### src/rtl/mem_port_arbiter.sv
// Arbiter sharing one fixed-latency single-ported memory between instruction fetch and data.
// Data wins ties, but at most MAX_DBURST consecutive data grants while a fetch waits.
module mem_port_arbiter #(
   parameter int unsigned MEM_LAT    = 1,
   parameter int unsigned MAX_DBURST = 4
) (
   input  logic        clk,
   input  logic        rst,
   input  logic        i_req,
   input  logic [31:0] i_addr,
   output logic [31:0] i_rdata,
   output logic        i_ready,
   input  logic        d_req,
   input  logic [3:0]  d_wen,
   input  logic [31:0] d_addr,
   input  logic [31:0] d_wdata,
   output logic [31:0] d_rdata,
   output logic        d_ready,
   output logic        mem_en,
   output logic [3:0]  mem_wen,
   output logic [31:0] mem_addr,
   output logic [31:0] mem_wdata,
   input  logic [31:0] mem_rdata,
   output logic        stall_o
);

   localparam logic [2:0] LatCnt   = 3'(MEM_LAT);
   localparam logic [3:0] MaxBurst = 4'(MAX_DBURST);

   typedef enum logic [1:0] {StIdle, StBusyI, StBusyD} state_e;

   state_e      state_q;
   logic [2:0]  cnt_q;
   logic [3:0]  dburst_q;
   logic        wr_q;
   logic [31:0] i_hold_q, d_hold_q;
   logic        mem_en_q;
   logic [3:0]  mem_wen_q;
   logic [31:0] mem_addr_q, mem_wdata_q;

   logic done, grant_d, grant_i;

   // Stores complete the cycle after issue; reads wait for the memory latency.
   always_comb begin
      done    = (state_q != StIdle) && (cnt_q == (wr_q ? 3'd1 : LatCnt));
      i_ready = done && (state_q == StBusyI);
      d_ready = done && (state_q == StBusyD);
      i_rdata = i_ready ? mem_rdata : i_hold_q;
      d_rdata = (d_ready && !wr_q) ? mem_rdata : d_hold_q;
      stall_o = (i_req & ~i_ready) | (d_req & ~d_ready);
      grant_d = d_req && (!i_req || (dburst_q < MaxBurst));
      grant_i = i_req && !grant_d;
   end

   assign mem_en    = mem_en_q;
   assign mem_wen   = mem_wen_q;
   assign mem_addr  = mem_addr_q;
   assign mem_wdata = mem_wdata_q;

   always_ff @(posedge clk or negedge rst) begin
      if (!rst) begin
         state_q     <= StIdle;
         cnt_q       <= 3'd0;
         dburst_q    <= 4'd0;
         wr_q        <= 1'b0;
         i_hold_q    <= 32'd0;
         d_hold_q    <= 32'd0;
         mem_en_q    <= 1'b0;
         mem_wen_q   <= 4'd0;
         mem_addr_q  <= 32'd0;
         mem_wdata_q <= 32'd0;
      end else begin
         // Memory strobe and operands are live only in the issue cycle.
         mem_en_q    <= 1'b0;
         mem_wen_q   <= 4'd0;
         mem_addr_q  <= 32'd0;
         mem_wdata_q <= 32'd0;
         case (state_q)
            StIdle: begin
               cnt_q <= 3'd0;
               if (grant_d) begin
                  state_q     <= StBusyD;
                  wr_q        <= |d_wen;
                  mem_en_q    <= 1'b1;
                  mem_wen_q   <= d_wen;
                  mem_addr_q  <= d_addr;
                  mem_wdata_q <= (|d_wen) ? d_wdata : 32'd0;
                  if (!i_req) begin
                     dburst_q <= 4'd0;
                  end else if (dburst_q < MaxBurst) begin
                     dburst_q <= dburst_q + 4'd1;
                  end
               end else if (grant_i) begin
                  state_q    <= StBusyI;
                  wr_q       <= 1'b0;
                  mem_en_q   <= 1'b1;
                  mem_addr_q <= i_addr;
                  dburst_q   <= 4'd0;
               end
            end
            default: begin
               cnt_q <= cnt_q + 3'd1;
               if (done) begin
                  state_q <= StIdle;
                  if (i_ready) i_hold_q <= mem_rdata;
                  if (d_ready && !wr_q) d_hold_q <= mem_rdata;
               end
            end
         endcase
      end
   end

endmodule

### config.mk
export PLATFORM = sky130hd
export DESIGN_NAME = mem_port_arbiter
export DESIGN_NICKNAME = d
export VERILOG_FILES = /design/src/rtl/mem_port_arbiter.sv
export SDC_FILE = /design/constraint.sdc
export NUM_CORES = 1
export LEC_CHECK = 0
export BUFFER_PORTS_ARGS = -buffer_cell sky130_fd_sc_hd__buf_2
export CELL_PAD_IN_SITES_DETAIL_PLACEMENT = 0
export CELL_PAD_IN_SITES_GLOBAL_PLACEMENT = 1
export CORE_UTILIZATION = 37
export DETAILED_ROUTE_END_ITERATION = 8
export PLACE_DENSITY = 0.87
export SKIP_LAST_GASP = 1
export SYNTH_ARGS = -nofsm -noshare
export SYNTH_HDL_FRONTEND = slang
export SYNTH_SLANG_ARGS = --single-unit
export TNS_END_PERCENT = 20
### constraint.sdc
create_clock -name clk -period 2.05 [get_ports clk]
set_input_delay 0.41 -clock clk [delete_from_list [all_inputs] [get_ports clk]]
set_output_delay 0.41 -clock clk [all_outputs]
set_load 0.01 [all_outputs]
# Word level (Yosys, flattened, before mapping)
# Index checks and enable logic that the tools add are counted.
[classes]
add_sub_neg = 2
magnitude_cmp = 1
bitwise_logic = 6
eq_ne = 5
reduce_logical = 19
muxes = 24
[ops]
columns = ["op", "n"]
rows = [
  ["two-way mux 32 bit", 8],
  ["two-way mux 4 bit", 6],
  ["two-way mux 2 bit", 4],
  ["logical AND 1 bit", 6],
  ["AND reduction 2 bit", 3],
  ["nonzero test 2 bit", 3],
  ["two-way mux 1 bit", 5],
  ["adder 4 x 1 -> 4 bit (second input constant)", 1],
  ["less-than comparator 4 x 3 -> 1 bit (second input constant)", 1],
  ["OR reduction 4 bit", 1],
  ["adder 3 x 1 -> 3 bit (second input constant)", 1],
  ["equality test 3 x 1 -> 1 bit (second input constant)", 1],
  ["zero test 1 bit", 3],
  ["two-way mux 3 bit", 1],
  ["inequality test 3 x 2 -> 1 bit (second input constant)", 1],
  ["inequality test 3 bit (second input constant)", 1],
  ["NOT 1 bit", 3],
  ["AND reduction 3 bit", 1],
  ["bitwise AND 1 bit", 2],
  ["equality test 2 x 1 -> 1 bit (second input constant)", 1],
  ["equality test 2 bit (second input constant)", 1],
  ["zero test 2 bit", 1],
  ["logical OR 1 bit", 1],
  ["bitwise OR 1 bit", 1],
]
[totals]
regBits = 143
output_inout_bits = 136
in_bits = 136

# Depth between registers and ports, before layout
# Gate-level depths: netlist (run 1).
[depth]
depth_word = 8
ltp_mapped = 6

# Worst setup path before layout (run 1)
# OpenSTA, ideal clock, no wires.
[synth_path]
path_kind = "register to output"
start = "reg cnt_q[1]"
end = "out i_rdata[22]"
t_required_ns = 1.640
setup_slack_ns = 0.122
t_arrival_ns = 1.518
path_stages_with_launch = 7
path_cell_list = "dfrtp_1 > inv_1 > ha_1 > and4bb_1 > buf_4 > buf_6 > mux2_4"
[synth_via]
elab_chain_cells = 4
[synth_lines]
columns = ["element", "line", "rtl"]
rows = [
  ["start, declared", "33", "logic [2:0] cnt_q;"],
  ["start signal, assigned", "102", "cnt_q <= cnt_q + 3'd1;"],
  ["equality test 3 x 1 -> 1 bit", "45", "done = (state_q != StIdle) && (cnt_q == (wr_q ? 3'd1 : LatCnt));"],
  ["logical AND 1 bit", "45", ""],
  ["logical AND 1 bit", "46", "i_ready = done && (state_q == StBusyI);"],
  ["net i_ready", "12", "output logic i_ready,"],
  ["two-way mux 32 bit", "-", ""],
  ["end, declared", "11", "output logic [31:0] i_rdata,"],
]
# The timed path passes the listed nets, and every way through them passes these cells.

# Worst setup path in the final report (run 1)
[layout_path]
start = "reg cnt_q[1]"
end = "out d_rdata[11]"
[layout_via]
elab_chain_cells = 5
[layout_lines]
columns = ["element", "line", "rtl"]
rows = [
  ["equality test 3 x 1 -> 1 bit", "45", ""],
  ["logical AND 1 bit", "45", ""],
  ["logical AND 1 bit", "47", "d_ready = done && (state_q == StBusyD);"],
  ["logical AND 1 bit", "49", "d_rdata = (d_ready && !wr_q) ? mem_rdata : d_hold_q;"],
  ["two-way mux 32 bit", "-", ""],
  ["end, declared", "17", "output logic [31:0] d_rdata,"],
]
# Every way passes these cells.

==> results of run 1 <==
stage by stage:
| stage | area (um2) | hold WS, ns |
|---|---|---|
| floorplan | 6190 | 0.114 |
| global placement | 7850 | 0.340 |
| detailed placement | 7850 | 0.346 |
| CTS | 8560 | 0.173 |
| global route | 8890 | 0.181 |
| finish | 8890 | 0.198 |
routing by layer:
layer  vias to the layer above  track usage [%]  wire, um  part of all wire (%)
met5                         -                0         0                     0
met1                      2148             19.1      5750                    38
li1                       2004                -         -                     -
met2                       184             30.9      7810                    52
met3                        21             7.02      1130                   7.5
met4                         0             6.85       275                   1.8
sequential cells by signal, summed over array words and instances, names as in the netlist:
register   cells
d_hold_q      32
wr_q           1
dburst_q       4
mem_wdata     32
mem_addr      32
state_q        2
i_hold_q      32
mem_en         1
mem_wen        4
cnt_q          3
cell usage after synthesis:
cell type	number	area, um2
inv_1	3	11.3
buf_6	7	78.8
xnor2_1	1	8.76
nand2b_1	1	6.26
buf_4	8	60.1
and2_1	10	62.6
and3_1	2	12.5
nor3b_2	1	12.5
o22a_1	1	8.76
mux2_2	90	1010
and4bb_1	1	12.5
buf_2	9	45.0
nor2b_1	1	6.26
nand4bb_4	1	27.5
o21ai_0	2	10.0
ha_1	3	37.5
and4_4	1	11.3
and2_2	4	30.0
nor2_1	3	11.3
mux2_4	39	586
a21o_1	3	22.5
and2_4	23	201
and3b_1	1	8.76
nor2_4	1	11.3
nor2_2	1	6.26
dfrtp_1	143	3580
a22o_1	34	298
or4_1	1	7.51
worst max-delay path, stage by stage, from the launching register on:
cell and delay, ns:
dfrtp_1 0.39, inv_2 0.07, ha_4 0.14, nand4bb_4 0.13
nor2_4 0.15, buf_12 0.16, clkbuf_16 0.17, mux2_4 0.31
buf_6 0.12
layout by cell type, fill, tap and decap left out, types with 2 or more instances in the layout:
cell | synthesis | layout
and2_2 | 4 | 4
ha_1 | 3 | 2
clkinv_2 | 0 | 3
o21ai_0 | 2 | 2
and2_4 | 23 | 23
mux2_4 | 39 | 65
clkinvlp_4 | 0 | 2
buf_12 | 0 | 6
clkbuf_16 | 0 | 19
buf_2 | 9 | 244
a22o_1 | 34 | 34
and2_1 | 10 | 10
buf_4 | 8 | 19
buf_6 | 7 | 28
clkinv_4 | 0 | 2
nor2_1 | 3 | 3
and3_1 | 2 | 2
clkbuf_1 | 0 | 4
a21o_1 | 3 | 3
bufinv_16 | 0 | 3
buf_16 | 0 | 2
dfrtp_1 | 143 | 143
mux2_2 | 90 | 64
inv_1 | 3 | 2
how the worst max path moves through the flow:
stage	startpoint	endpoint	slack (ns)	depth (start not counted)
after floorplan	cnt_q[1]	i_rdata[22]	0.12	6
after global placement	cnt_q[1]	d_rdata[0]	-0.02	7
after detailed placement	cnt_q[1]	d_rdata[0]	-0.06	7
after CTS	cnt_q[1]	d_rdata[0]	-0.49	8
after global routing	cnt_q[1]	d_rdata[11]	-0.53	8
final	cnt_q[1]	d_rdata[11]	-0.42	8
cells by family after synthesis:
logic type      synth area share (%)
compound gates                  5.48
xor+xnor                       0.142
fa+ha+maj                      0.607
buf+inv                         3.16
flops                           57.8
mux                             25.8
simple gates                    6.92
layout make-up:
cell class / count / area, um2
repair buffers: 302 / 1910
diodes: 1 / 2.50
clock inverters: 10 / 138
well taps: 216 / 270
clock buffers: 22 / 454
multi-input cells: 225 / 2530
inverters: 3 / 11.3
flip-flops and latches: 143 / 3580
fillers: 1348 / 7220
power by group through the flow:
stage / combinational, mW / sequential, mW / clock [mW]
after global placement: 4.54 / 4.25 / 0
after floorplan: 2.96 / 4.32 / 0
after CTS: 4.84 / 4.27 / 3.18
after detailed placement: 4.68 / 4.31 / 0
after global routing: 5.86 / 4.39 / 3.30
final: 5.46 / 4.27 / 3.08
timing repair:
item	in CTS	in global routing
gates resized for setup	6	55
hold endpoints to repair	36	0
pin swaps	1	1
setup buffers	3	6
cloned	2	2
hold buffers	1	0
endpoints found under the setup margin	66	66
==> run summary, run 1 <==
first-pass GRT wire length = 23,800 um
Clk pwr share = 24.0%
post-synthesis sequential area ratio = 57.8%
Placer Congestion = 0.765
critical path class = reg2out
number of global-route vias before repair = 4,796
Crit path arrival time = 2.06 ns
crit start category = flop
row count = 46
Clock Skews = 0.00760 ns
failing checks = negative setup slack
placed cell count = 876
HPWL Detailed = 10,500 um
Tightest Hold Check Type = in2reg
core area = 16,100 um2
number of detailed-route iterations in the first pass = 4
worst rel slew slack = 57.8%
Post-layout nets = 831
CP endpoint kind = output pin
worst skew pair latency = 0.41 ns
IO Count = 272
r2r endpoint = d_hold_q[3]
Die Y = 131 um
register share of total power = 33.3%
Netlist cell types = 28
Max Cap Viol = 0
min-delay src = d_wdata[28]
Synth Instances = 395
Setup violations, final = 66
IO buf count = 271
fin crit period = 2.47 ns
DR vias = 4,357
routed vias/inst = 4.73
Die Wd = 131 um
dpl ws = -0.0611 ns
GRT Total Usage = 17.7%
Period Utilization, post-route = 121%
syn_nets = 534
clk root buf = clkbuf_16
Pins Over Slew Limit = 0
initial antenna violation count = 2
internal power = 9.03 mW
layout cells sized above 1 = 69.9%
Mapped Avg Cell Area = 15.7 um2
Routed WL = 15,000 um
CTS Sinks = 143
CTS Buffer Depth = 2
R2R depth = 9
Peak VDD IR = 613 uV
Crit path required time = 1.64 ns
die footprint = 17,200 um2
fmax = 405 MHz
combinational share of power = 42.6%
hold endpoint = mem_wdata[28]
Post-Layout Cell Count = 922
DR WL/cell = 16.2 um
GRT overflow = 0
synthesized flop and latch total = 143
status = complete, but fails checks
Worst-Margin Slew = 0.627 ns
P&R area growth vs syn = 43.8%
Util after Layout = 55.2%
Initial Util = 38.4%
Worst Hold Path Cells = 2
total power = 12.8 mW
drt drc = 0
synthesized area = 6190 um2
worst reg-to-reg setup slack = 0.18 ns
Static Leakage = 4.65 nW
Reg clk slew, reported paths = 0.06 ns
antenna-violating nets left = 0
final setup margin = -0.421 ns
Power per Cell Area = 1440 nW/um2
CTS tree = yes
Sum Neg Setup Slack = -24.28 ns
Yosys warnings = 0
r2r startpoint = cnt_q[1]
Final Hold Viols = 0
P_sw = 3.77 mW
switching share of power = 29.5%
CTS H-tree lvls = 4
RSZ-0062 raised after global routing = true
largest net degree at the start of global routing = 61
crit-path max FO = 7
Iteration-0 DRC Markers = 59
number of buffers created by CTS = 17
Note: power is estimated with default switching activity, not from simulation.
==> run 2, diff against run 1 <==
Clock period 2.05 ns to 2.65 ns, I/O delays scaled along.
==> run 2 against run 1 <==
Compared with the run above: hold slack got worse by 0.15 ns; combinational power is 22% lower; largest cell class unchanged; the run now ends clean; final area hardly changed; wire length rose by 1.7%; clock power down 24%; via count shrank 0.57%; clock skew is 0.0040 ns higher; critical path depth unchanged.
==> run summary, run 2 (same netlist as run 1, synthesis figures left out) <==
status = finished clean
worst skew pair latency = 0.41 ns (about the same)
Iteration-0 DRC Markers = 112 (+90%)
Static Leakage = 4.64 nW (about the same)
DR WL/cell = 16.5 um (+1.8%)
GRT Total Usage = 17.7% (+0.023 points)
IO Count = 272 (unchanged)
fin crit period = 2.59 ns
fmax = 386 MHz
Placer Congestion = 0.776 (+1.5%)
CTS H-tree lvls = 4 (unchanged)
Routed WL = 15,200 um (+1.7%)
most frequent cells in the layout = buf_2 (243), dfrtp_1 (142), mux2_2 (66)
CTS Sinks = 143 (unchanged)
Die Y = 131 um (unchanged)
number of buffers created by CTS = 17 (unchanged)
Max Cap Viol = 0 (unchanged)
worst rel slew slack = 16.5% (-41 points)
number of global-route vias before repair = 4,652 (-3.0%)
Crit path required time = 2.12 ns (+0.48 ns)
Final Cell Area = 8900 um2 (about the same)
DR vias = 4,332 (-0.57%)
fillers = 1,321 (-2.0%)
Post-layout nets = 830 (-0.12%)
CTS tree = yes
die footprint = 17,200 um2 (unchanged)
Initial Util = 38.4% (unchanged)
crit start category = flop
clk root buf = clkbuf_16
met3 wire length = 1020 um (-9.7%)
HPWL Detailed = 10,300 um (-2.3%)
antenna-violating nets left = 0 (unchanged)
Power per Cell Area = 1110 nW/um2 (-23%)
Pins Over Slew Limit = 0 (unchanged)
commonest non-fill, non-tap cell in the layout = buf_2
drt drc = 0 (unchanged)
core area = 16,100 um2 (unchanged)
Reg clk slew, reported paths = 0.06 ns (about the same)
Final Hold Viols = 0 (unchanged)
RSZ-0062 raised after global routing = true
Peak VDD IR = 474 uV (-23%)
placed cell area = 7760 um2 (-1.2%)
routed wl met2 = 7980 um (+2.3%)
number of detailed-route iterations in the first pass = 4 (unchanged)
first-pass GRT wire length = 23,900 um (+0.35%)
largest net degree at the start of global routing = 56 (-8.2%)
Crit path arrival time = 2.06 ns (about the same)
initial antenna violation count = 1 (-1)
Period Utilization, post-route = 97.6%
layout cells sized above 1 = 70.6% (+0.67 points)
row count = 46 (unchanged)
Hold-fix buffers, CTS = 0 (-1)
P&R area growth vs syn = 43.9% (about the same)
Worst-Margin Slew = 1.25 ns (+0.626 ns)
GRT overflow = 0 (unchanged)
CP endpoint kind = output pin
Tightest Hold Check Type = in2async
Clock Skews = 0.0116 ns (+0.00402 ns)
CTS Buffer Depth = 2 (unchanged)
critical path class = reg2out
top layer in use = met4
total power = 9.90 mW (-23%)
IO buf count = 271 (unchanged)
DRT met1 WL = 5910 um (+2.9%)
R2R depth = 3 (-6)
routed vias/inst = 4.70 (-0.47%)
Sum Neg Setup Slack = 0 ns (+24.28 ns)
crit-path max FO = 7 (unchanged)
Setup violations, final = 0 (-100%)
Die Wd = 131 um (unchanged)
[run 2: power breakdown]
| part | internal, mW | leakage (nW) | switching, mW |
|---|---|---|---|
| clock | 1.40 | 0.282 | 0.947 |
| sequential | 2.94 | 1.84 | 0.365 |
| combinational | 2.57 | 2.53 | 1.68 |
[run 2: final cells by class]
type                    count  area [um2]  share of cell area [%]
repair buffers            301        1940                    21.7
well taps                 216         270                    3.04
multi-input cells         225        2520                    28.3
clock inverters            14         155                    1.74
clock buffers              18         429                    4.82
flip-flops and latches    143        3580                    40.2
inverters                   3        11.3                   0.126
diodes                      1        2.50                  0.0281
[run 2: final timing paths]
| kind | startpoint | endpoint | slack, ns |
|---|---|---|---|
| max | cnt_q[1] | d_rdata[12] | 0.06 |
| min | rst | d_hold_q[0] | 0.04 |
| max reg2reg | state_q[1] | mem_addr[14] | 0.49 |
| min reg2reg | cnt_q[0] | cnt_q[0] | 0.50 |
| max in group asynchronous | rst | mem_wdata[22] | 1.87 |
| min in group clk | d_wdata[11] | mem_wdata[11] | 0.33 |
[run 2: critical path, stage by stage (launching register included)]
cell and delay (ns):
dfrtp_1 0.38, inv_2 0.08, ha_4 0.15, nand4bb_4 0.13
nor2_4 0.17, buf_6 0.15, buf_16 0.14, mux2_2 0.35
buf_6 0.12
[run 2: repair_timing]
item,4_1_cts,5_1_grt
cloned,3,3
pin swaps,1,1
endpoints found under the setup margin,63,63
setup buffers,2,13
gates resized for setup,3,58
hold endpoints to repair,0,0
[run 2: metal layers]
| metal | vias to the layer above | GRT usage (%) |
|---|---|---|
| li1 | 2008 | - |
| met1 | 2131 | 19.4 |
| met2 | 172 | 31.8 |
| met3 | 21 | 6.02 |
| met4 | 0 | 6.01 |
| met5 | - | 0 |
[run 2: stage by stage]
step / util, % / hold WS, ns / setup slack (ns) / std cells
CTS: 52.5 / 0.0361 / -0.0782 / 904
global placement: 48.1 / 0.463 / 0.365 / 867
floorplan: - / 0.234 / 0.602 / 395
detailed placement: 48.1 / 0.468 / 0.336 / 867
global route: 55.2 / 0.0508 / -0.0461 / 920
finish: 55.2 / 0.0439 / 0.0623 / 921
